--- src/rtl/fifo_bank_arbiter_if.sv ---
`default_nettype none
// ============================================================================
// Module   : fifo_bank_arbiter_if
// Brief    : Request/grant/status bundle between two masters and the bank arbiter.
// Revision : 1.0  initial release
// ============================================================================
interface fifo_bank_arbiter_if #(
    parameter int BANK_NUM = 4,
    parameter int DEPTH    = 32
);
    localparam int ID_W  = $clog2(BANK_NUM);
    localparam int CNT_W = $clog2(DEPTH + 1);

    logic                      wr_en_M0;
    logic [ID_W-1:0]           wr_id_M0;
    logic                      rd_en_M0;
    logic [ID_W-1:0]           rd_id_M0;
    logic                      wr_en_M1;
    logic [ID_W-1:0]           wr_id_M1;
    logic                      rd_en_M1;
    logic [ID_W-1:0]           rd_id_M1;
    logic                      gnt_wr_M0;
    logic                      gnt_rd_M0;
    logic                      gnt_wr_M1;
    logic                      gnt_rd_M1;
    logic [BANK_NUM-1:0]       bank_wr_en;
    logic [BANK_NUM-1:0]       bank_wr_src;
    logic [BANK_NUM-1:0]       bank_rd_en;
    logic [BANK_NUM-1:0]       bank_rd_dst;
    logic                      valid_M0;
    logic                      valid_M1;
    logic [ID_W-1:0]           valid_id_M0;
    logic [ID_W-1:0]           valid_id_M1;
    logic [BANK_NUM*CNT_W-1:0] occ;
    logic [BANK_NUM-1:0]       full;
    logic [BANK_NUM-1:0]       empty;

    modport master (
        output wr_en_M0, wr_id_M0, rd_en_M0, rd_id_M0,
        output wr_en_M1, wr_id_M1, rd_en_M1, rd_id_M1,
        input  gnt_wr_M0, gnt_rd_M0, gnt_wr_M1, gnt_rd_M1,
        input  bank_wr_en, bank_wr_src, bank_rd_en, bank_rd_dst,
        input  valid_M0, valid_M1, valid_id_M0, valid_id_M1,
        input  occ, full, empty
    );

    modport slave (
        input  wr_en_M0, wr_id_M0, rd_en_M0, rd_id_M0,
        input  wr_en_M1, wr_id_M1, rd_en_M1, rd_id_M1,
        output gnt_wr_M0, gnt_rd_M0, gnt_wr_M1, gnt_rd_M1,
        output bank_wr_en, bank_wr_src, bank_rd_en, bank_rd_dst,
        output valid_M0, valid_M1, valid_id_M0, valid_id_M1,
        output occ, full, empty
    );
endinterface
`default_nettype wire

--- src/rtl/fifo_bank_arbiter.sv ---
`default_nettype none
// ============================================================================
// Module   : fifo_bank_arbiter
// Brief    : Two-master, per-bank round-robin access control with occupancy tracking.
// Revision : 1.0  initial release
// ============================================================================
module fifo_bank_arbiter #(
    parameter int BANK_NUM = 4,
    parameter int DEPTH    = 32
) (
    input  wire logic          clk,
    input  wire logic          rst,
    fifo_bank_arbiter_if.slave bus
);
    localparam int ID_W  = $clog2(BANK_NUM);
    localparam int CNT_W = $clog2(DEPTH + 1);

    logic [CNT_W-1:0]    r_occ [BANK_NUM];
    logic [BANK_NUM-1:0] r_wpri;
    logic [BANK_NUM-1:0] r_rpri;
    logic                r_valid_m0;
    logic                r_valid_m1;
    logic [ID_W-1:0]     r_valid_id_m0;
    logic [ID_W-1:0]     r_valid_id_m1;

    logic [BANK_NUM-1:0] w_full;
    logic [BANK_NUM-1:0] w_empty;
    logic [BANK_NUM-1:0] w_wq0;
    logic [BANK_NUM-1:0] w_wq1;
    logic [BANK_NUM-1:0] w_rq0;
    logic [BANK_NUM-1:0] w_rq1;
    logic [BANK_NUM-1:0] w_wg0;
    logic [BANK_NUM-1:0] w_wg1;
    logic [BANK_NUM-1:0] w_rg0;
    logic [BANK_NUM-1:0] w_rg1;
    logic [BANK_NUM-1:0] w_wr_en;
    logic [BANK_NUM-1:0] w_rd_en;
    logic                w_gnt_rd_m0;
    logic                w_gnt_rd_m1;

    // Eligible per-bank requests; reset masks everything so no strobe escapes.
    always_comb begin
        w_full  = '0;
        w_empty = '0;
        w_wq0   = '0;
        w_wq1   = '0;
        w_rq0   = '0;
        w_rq1   = '0;
        for (int b = 0; b < BANK_NUM; b++) begin
            w_full[b]  = (r_occ[b] == CNT_W'(DEPTH));
            w_empty[b] = (r_occ[b] == '0);
            w_wq0[b]   = !rst && bus.wr_en_M0 && (bus.wr_id_M0 == ID_W'(b)) && !w_full[b];
            w_wq1[b]   = !rst && bus.wr_en_M1 && (bus.wr_id_M1 == ID_W'(b)) && !w_full[b];
            w_rq0[b]   = !rst && bus.rd_en_M0 && (bus.rd_id_M0 == ID_W'(b)) && !w_empty[b];
            w_rq1[b]   = !rst && bus.rd_en_M1 && (bus.rd_id_M1 == ID_W'(b)) && !w_empty[b];
        end
    end

    // Priority bit only matters when both masters contend for the same bank.
    assign w_wg0 = w_wq0 & (~w_wq1 | ~r_wpri);
    assign w_wg1 = w_wq1 & (~w_wq0 |  r_wpri);
    assign w_rg0 = w_rq0 & (~w_rq1 | ~r_rpri);
    assign w_rg1 = w_rq1 & (~w_rq0 |  r_rpri);

    assign w_wr_en     = w_wg0 | w_wg1;
    assign w_rd_en     = w_rg0 | w_rg1;
    assign w_gnt_rd_m0 = |w_rg0;
    assign w_gnt_rd_m1 = |w_rg1;

    assign bus.gnt_wr_M0   = |w_wg0;
    assign bus.gnt_wr_M1   = |w_wg1;
    assign bus.gnt_rd_M0   = w_gnt_rd_m0;
    assign bus.gnt_rd_M1   = w_gnt_rd_m1;
    assign bus.bank_wr_en  = w_wr_en;
    assign bus.bank_wr_src = w_wg1;
    assign bus.bank_rd_en  = w_rd_en;
    assign bus.bank_rd_dst = w_rg1;
    assign bus.valid_M0    = r_valid_m0;
    assign bus.valid_M1    = r_valid_m1;
    assign bus.valid_id_M0 = r_valid_id_m0;
    assign bus.valid_id_M1 = r_valid_id_m1;
    assign bus.full        = w_full;
    assign bus.empty       = w_empty;

    generate
        for (genvar g = 0; g < BANK_NUM; g++) begin : g_occ
            assign bus.occ[g*CNT_W +: CNT_W] = r_occ[g];
        end
    endgenerate

    always_ff @(posedge clk) begin
        if (rst) begin
            for (int b = 0; b < BANK_NUM; b++) begin
                r_occ[b] <= '0;
            end
            r_wpri        <= '0;
            r_rpri        <= '0;
            r_valid_m0    <= 1'b0;
            r_valid_m1    <= 1'b0;
            r_valid_id_m0 <= '0;
            r_valid_id_m1 <= '0;
        end else begin
            for (int b = 0; b < BANK_NUM; b++) begin
                case ({w_wr_en[b], w_rd_en[b]})
                    2'b10:   r_occ[b] <= r_occ[b] + CNT_W'(1);
                    2'b01:   r_occ[b] <= r_occ[b] - CNT_W'(1);
                    default: r_occ[b] <= r_occ[b];
                endcase
            end
            // After a contended grant, point priority at the loser.
            r_wpri     <= r_wpri ^ (w_wq0 & w_wq1);
            r_rpri     <= r_rpri ^ (w_rq0 & w_rq1);
            r_valid_m0 <= w_gnt_rd_m0;
            r_valid_m1 <= w_gnt_rd_m1;
            if (w_gnt_rd_m0) begin
                r_valid_id_m0 <= bus.rd_id_M0;
            end
            if (w_gnt_rd_m1) begin
                r_valid_id_m1 <= bus.rd_id_M1;
            end
        end
    end
endmodule
`default_nettype wire

--- src/flat_wrapper.sv ---
// flat-port wrapper written by rule: the top's interface ports become plain ports
module fifo_bank_arbiter_flat 
#(
    parameter int BANK_NUM = 4,
    parameter int DEPTH    = 32
)
  (clk, rst, bus_wr_en_M0, bus_wr_id_M0, bus_rd_en_M0, bus_rd_id_M0, bus_wr_en_M1, bus_wr_id_M1, bus_rd_en_M1, bus_rd_id_M1, bus_gnt_wr_M0, bus_gnt_rd_M0, bus_gnt_wr_M1, bus_gnt_rd_M1, bus_bank_wr_en, bus_bank_wr_src, bus_bank_rd_en, bus_bank_rd_dst, bus_valid_M0, bus_valid_M1, bus_valid_id_M0, bus_valid_id_M1, bus_occ, bus_full, bus_empty);
  fifo_bank_arbiter_if #(.BANK_NUM(BANK_NUM), .DEPTH(DEPTH)) bus_i ();
  input  wire logic clk;
  input  wire logic rst;
  input wire logic [$bits(bus_i.wr_en_M0)-1:0] bus_wr_en_M0;
  input wire logic [$bits(bus_i.wr_id_M0)-1:0] bus_wr_id_M0;
  input wire logic [$bits(bus_i.rd_en_M0)-1:0] bus_rd_en_M0;
  input wire logic [$bits(bus_i.rd_id_M0)-1:0] bus_rd_id_M0;
  input wire logic [$bits(bus_i.wr_en_M1)-1:0] bus_wr_en_M1;
  input wire logic [$bits(bus_i.wr_id_M1)-1:0] bus_wr_id_M1;
  input wire logic [$bits(bus_i.rd_en_M1)-1:0] bus_rd_en_M1;
  input wire logic [$bits(bus_i.rd_id_M1)-1:0] bus_rd_id_M1;
  output wire logic [$bits(bus_i.gnt_wr_M0)-1:0] bus_gnt_wr_M0;
  output wire logic [$bits(bus_i.gnt_rd_M0)-1:0] bus_gnt_rd_M0;
  output wire logic [$bits(bus_i.gnt_wr_M1)-1:0] bus_gnt_wr_M1;
  output wire logic [$bits(bus_i.gnt_rd_M1)-1:0] bus_gnt_rd_M1;
  output wire logic [$bits(bus_i.bank_wr_en)-1:0] bus_bank_wr_en;
  output wire logic [$bits(bus_i.bank_wr_src)-1:0] bus_bank_wr_src;
  output wire logic [$bits(bus_i.bank_rd_en)-1:0] bus_bank_rd_en;
  output wire logic [$bits(bus_i.bank_rd_dst)-1:0] bus_bank_rd_dst;
  output wire logic [$bits(bus_i.valid_M0)-1:0] bus_valid_M0;
  output wire logic [$bits(bus_i.valid_M1)-1:0] bus_valid_M1;
  output wire logic [$bits(bus_i.valid_id_M0)-1:0] bus_valid_id_M0;
  output wire logic [$bits(bus_i.valid_id_M1)-1:0] bus_valid_id_M1;
  output wire logic [$bits(bus_i.occ)-1:0] bus_occ;
  output wire logic [$bits(bus_i.full)-1:0] bus_full;
  output wire logic [$bits(bus_i.empty)-1:0] bus_empty;
  assign bus_i.wr_en_M0 = bus_wr_en_M0;
  assign bus_i.wr_id_M0 = bus_wr_id_M0;
  assign bus_i.rd_en_M0 = bus_rd_en_M0;
  assign bus_i.rd_id_M0 = bus_rd_id_M0;
  assign bus_i.wr_en_M1 = bus_wr_en_M1;
  assign bus_i.wr_id_M1 = bus_wr_id_M1;
  assign bus_i.rd_en_M1 = bus_rd_en_M1;
  assign bus_i.rd_id_M1 = bus_rd_id_M1;
  assign bus_gnt_wr_M0 = bus_i.gnt_wr_M0;
  assign bus_gnt_rd_M0 = bus_i.gnt_rd_M0;
  assign bus_gnt_wr_M1 = bus_i.gnt_wr_M1;
  assign bus_gnt_rd_M1 = bus_i.gnt_rd_M1;
  assign bus_bank_wr_en = bus_i.bank_wr_en;
  assign bus_bank_wr_src = bus_i.bank_wr_src;
  assign bus_bank_rd_en = bus_i.bank_rd_en;
  assign bus_bank_rd_dst = bus_i.bank_rd_dst;
  assign bus_valid_M0 = bus_i.valid_M0;
  assign bus_valid_M1 = bus_i.valid_M1;
  assign bus_valid_id_M0 = bus_i.valid_id_M0;
  assign bus_valid_id_M1 = bus_i.valid_id_M1;
  assign bus_occ = bus_i.occ;
  assign bus_full = bus_i.full;
  assign bus_empty = bus_i.empty;
  fifo_bank_arbiter #(.BANK_NUM(BANK_NUM), .DEPTH(DEPTH)) u_core (.clk(clk), .rst(rst), .bus(bus_i));
endmodule
--- config.mk ---
export PLATFORM = sky130hd
export DESIGN_NAME = fifo_bank_arbiter_flat
export DESIGN_NICKNAME = d
export VERILOG_FILES = /design/src/rtl/fifo_bank_arbiter_if.sv /design/src/rtl/fifo_bank_arbiter.sv /design/src/flat_wrapper.sv
export SDC_FILE = /design/constraint.sdc
export NUM_CORES = 1
export LEC_CHECK = 0
export ABC_AREA = 1
export ABC_CLOCK_PERIOD_IN_PS = 3800
export CAP_MARGIN = 10
export CORE_MARGIN = 1.5
export CORE_UTILIZATION = 45
export CTS_CLUSTER_SIZE = 24
export DETAILED_ROUTE_END_ITERATION = 12
export PLACE_DENSITY = 0.83
export SYNTH_ARGS = -nofsm -noshare
export SYNTH_HDL_FRONTEND = slang
export SYNTH_SLANG_ARGS = --single-unit
--- constraint.sdc ---
create_clock -name clk -period 3.8 [get_ports clk]
set_input_delay 0.76 -clock clk [delete_from_list [all_inputs] [get_ports clk]]
set_output_delay 0.76 -clock clk [all_outputs]
set_load 0.02 [all_outputs]
==> summary by stage <==
STA
The hold violation total from the final report is 0. The maximum clock frequency is 283 MHz. The final critical-path required period is 3.53 ns. The final critical-path share of the clock period is 92.9%. The sum of negative setup slack is 0 ns. The actual slew at the worst max-slew pin is 0.922 ns. The number of max-slew violations in the final report is 0. Setup repair after global routing left no endpoint under its margin. Setup slack closes at 0.270 ns. In this run the tightest slew margin relative to its limit is 37.9%.

The final setup violation count is 0. The clock skew is 0.00748 ns.

Cells and area
The number of antenna diodes is 0. The final-stage net count is 532. The area growth from synthesis to layout is 30.1%. The ratio of cells with drive above 1 in the final layout is 13.8%.

Logic synthesis
Counting flops and latches in the post-synthesis netlist gives 38. After synthesis, flip-flops and latches occupy 31.6% of the total area. The post-synthesis cell area is 3170 sq um. In the synthesized netlist, the cells that appear most often are 70 x sky130_fd_sc_hd__inv_1, 63 x sky130_fd_sc_hd__nand2_1, 48 x sky130_fd_sc_hd__nor2_1, 31 x sky130_fd_sc_hd__nand3_1, 26 x sky130_fd_sc_hd__a21oi_1. The synthesized netlist devotes 11.5% of its cell area to compound gates.

The synthesized netlist devotes 10.6% of its cell area to adder and majority cells. The parity-gate share of the synthesized area counting xor and xnor cells is 2.45%. The Yosys step of the flow raised 0 warnings. The portion of netlist area occupied by mux cells is 0%. Synthesis produced a netlist whose cell count is 412.

Counting every net in the synthesized netlist gives 451. For this run, the leading register cell type out of synthesis is sky130_fd_sc_hd__edfxtp_1. By area, the combinational part of the netlist is dominated by simple AND/OR/NAND/NOR gates. The proportion of synthesized flip-flops having asynchronous set or reset is 0%. The netlist uses 42 different library cells.

The portion of synthesized cell area occupied by the leading cell type is 22.7%. The synthesized area divided by synthesized cell count is 7.69 sq um. The largest area contributor in the synthesized netlist is sky130_fd_sc_hd__edfxtp_1. In this run, synthesis inferred 24 flip-flops with an integrated enable. Yosys attributes the largest share of cell area to sky130_fd_sc_hd__edfxtp_1 23%, sky130_fd_sc_hd__dfxtp_1 8.8%, sky130_fd_sc_hd__ha_1 8.7%. The most instantiated library cell after synthesis is sky130_fd_sc_hd__inv_1. The simple-gate share of the synthesized area is 33.5%.

Routing
The routed design has 7740 microns of wire. The count of unresolved DRC violations after routing is 0. The first routing iteration left 124 violations. The first-pass iteration count of the detailed router is 4. The vias after detailed routing is 3066.

The detail-routed net length per standard cell is 13.1 microns. The detail route stage leaves a number of antenna-violating nets equal to 0. In the routed layout, each cell is associated on average with a via count of 5.20.

Floorplanning
Row generation in the floorplan step produced 30 rows. The floorplan step defined a core boundary enclosing 6790 sq um. The die is 86.9 microns tall. The area enclosed by the die boundary is 7560 sq um. The initial core utilization is 46.6%. The I/O pin count is 72. Measured along the x axis, the die boundary spans 86.9 microns.

Clocking
The cell chosen for the clock root is sky130_fd_sc_hd__clkbuf_8. The clock passes through at most 2 buffers. Counting the buffers created by CTS gives 5. The clock reaches the later pin of the worst-skew pair after 0.30 ns. In this run the post-CTS setup repair buffer count came out at 0.

TritonCTS built the clock tree. The total of hold buffers inserted after clock tree synthesis is 0. After clock tree synthesis, the clock-pin slew on the worst setup and hold paths is 0.08 ns. The tree built by TritonCTS fans out to 38 sinks. The number of levels the H-tree was split into is 2.

Setup path
Along the worst path, the maximum fanout reaches 4. The critical path is of the in2out type. The data arrival time at the worst-slack endpoint is 2.77 ns. The first element of the critical path is bus_wr_id_M1[0].

The termination of the worst setup path is bus_gnt_wr_M1. For the worst flop-to-flop path, the logic depth is 15. Data on the critical path is required at its endpoint by 3.04 ns.

The worst register-to-register path begins at u_core.r_occ[2][0]. The worst register-to-register path has a setup slack of 0.92 ns. The type of origin of the critical path is a primary input.

The terminus of the critical flop-to-flop path is u_core.r_occ[2][4]. STA classifies the critical path endpoint as a primary output.

Pwr
In this run switching power makes up 35.2% of total power. The completed layout was analyzed and its total power is 1250 uW. The combinational group share of total power is 34.4%. In this run, the clock network consumes 24.0% of the power. VDD sags by at most 235 uV. The internal power consumption is 812 uW.

In this run the static leakage power is 0.00185 uW. For this design the ratio of total power to cell area is 304 nW/um^2. In this run the power spent charging and discharging nets is 442 uW.

The part of the total power dissipated in sequential elements is 41.6%.

Placed design
During placement, the flow inserted port buffers numbering 71. The final RePlAce weighted congestion is 0.905. The wire-length estimate of the detail-placed layout is 6120 microns. Prior to clock tree synthesis, the placed netlist has a worst setup slack of -0.0522 ns.

Global routing
The overflow left after global routing is 0. The pin count of the biggest net entering global routing is 16. The global-route wire length before repair is 13000 microns. The initial antenna violation count came to 0. The global routing usage summed across all routing layers is 21.5%.

The via count of the first global-routing pass was 2882.

Outcome
The run finished with clean final reports.

Flow run
The tool flagged a number of max-cap violations equal to 0.

Hold path
The tightest min-delay check is of the reg2reg type.
[registers in the layout, indices dropped and copies added (netlist names)]
name                    flops
u_core.r_occ               24
u_core.bus.valid_M0         1
u_core.bus.valid_id_M1      2
u_core.r_wpri               4
u_core.r_rpri               4
u_core.bus.valid_id_M0      2
u_core.bus.valid_M1         1
[how the worst min path moves through the flow]
stage / from / endpoint / cells after the start
floorplan: u_core.r_rpri[3] / u_core.r_rpri[3] / 2
global placement: u_core.bus.valid_id_M1[1] / u_core.bus.valid_id_M1[1] / 2
detailed placement: u_core.bus.valid_id_M0[1] / u_core.bus.valid_id_M0[1] / 2
CTS: u_core.bus.valid_id_M1[1] / u_core.bus.valid_id_M1[1] / 2
global route: u_core.bus.valid_id_M0[1] / u_core.bus.valid_id_M0[1] / 2
finish: u_core.bus.valid_id_M1[1] / u_core.bus.valid_id_M1[1] / 2
[stage by stage]
stage	cell area (sq um)	cells	hold slack [ns]	util (%)
after CTS	4120	590	0.486	60.6
after floorplan	3170	412	0.444	-
after global placement	4020	582	0.458	59.2
after global routing	4120	590	0.501	60.7
after detailed placement	4020	582	0.466	59.2
final	4120	590	0.479	60.7
[power groups by stage]
stage               Clock, uW  Combinational, uW  Sequential (uW)
global placement            0                417              529
finish                    301                431              522
floorplan                   0                225              564
global route              329                474              528
detailed placement          0                429              530
CTS                       308                431              521
[kinds of logic (layout without fill, tap and decap cells)]
group	count (synthesis)	in the layout
xor+xnor	8	8
flops	38	38
simple gates	198	198
buf+inv	80	162
fa+ha+maj	25	25
compound gates	63	63
[area by class of cell]
class / instances / area [sq um]
Timing Repair Buffer: 78 / 766
Clock inverter: 2 / 12.5
Tap cell: 96 / 120
Inverter: 76 / 298
Clock buffer: 6 / 82.6
Multi-Input combinational cell: 294 / 1840
Fill cell: 603 / 2670
Sequential cell: 38 / 1000
[worst max-delay path, cell delays in order]
cell and delay (ns):
sky130_fd_sc_hd__clkdlybuf4s50_1 0.58, sky130_fd_sc_hd__inv_1 0.11, sky130_fd_sc_hd__nor3_2 0.22, sky130_fd_sc_hd__nand2_1 0.15
sky130_fd_sc_hd__a21oi_2 0.18, sky130_fd_sc_hd__nor2_1 0.06, sky130_fd_sc_hd__nand3b_1 0.10, sky130_fd_sc_hd__clkdlybuf4s50_1 0.61
[repair_timing]
| action | 4_1_cts | 5_1_grt |
|---|---|---|
| setup endpoints to repair | 0 | 1 |
| hold endpoints to repair | 0 | 0 |
| resized for setup | 0 | 2 |
[placed cells by master (no fill, tap or decap), types with 6 or more instances in the layout]
| master | n |
|---|---|
| sky130_fd_sc_hd__a21oi_1 | 26 |
| sky130_fd_sc_hd__buf_4 | 7 |
| sky130_fd_sc_hd__clkbuf_8 | 6 |
| sky130_fd_sc_hd__clkdlybuf4s50_1 | 70 |
| sky130_fd_sc_hd__dfxtp_1 | 14 |
| sky130_fd_sc_hd__edfxtp_1 | 24 |
| sky130_fd_sc_hd__ha_1 | 22 |
| sky130_fd_sc_hd__inv_1 | 70 |
| sky130_fd_sc_hd__nand2_1 | 63 |
| sky130_fd_sc_hd__nand3_1 | 31 |
| sky130_fd_sc_hd__nand4_1 | 10 |
| sky130_fd_sc_hd__nor2_1 | 48 |
| sky130_fd_sc_hd__nor2_2 | 7 |
| sky130_fd_sc_hd__nor2_4 | 10 |
| sky130_fd_sc_hd__o21ai_0 | 18 |
| sky130_fd_sc_hd__xor2_1 | 6 |
[per-layer routing]
| metal | routed length, microns | track usage (%) |
|---|---|---|
| met4 | 113 | 5.28 |
| met2 | 4000 | 39.1 |
| met1 | 3290 | 26.1 |
| met5 | 0 | 0 |
| met3 | 332 | 3.70 |
(Power assumes the default switching activity.)
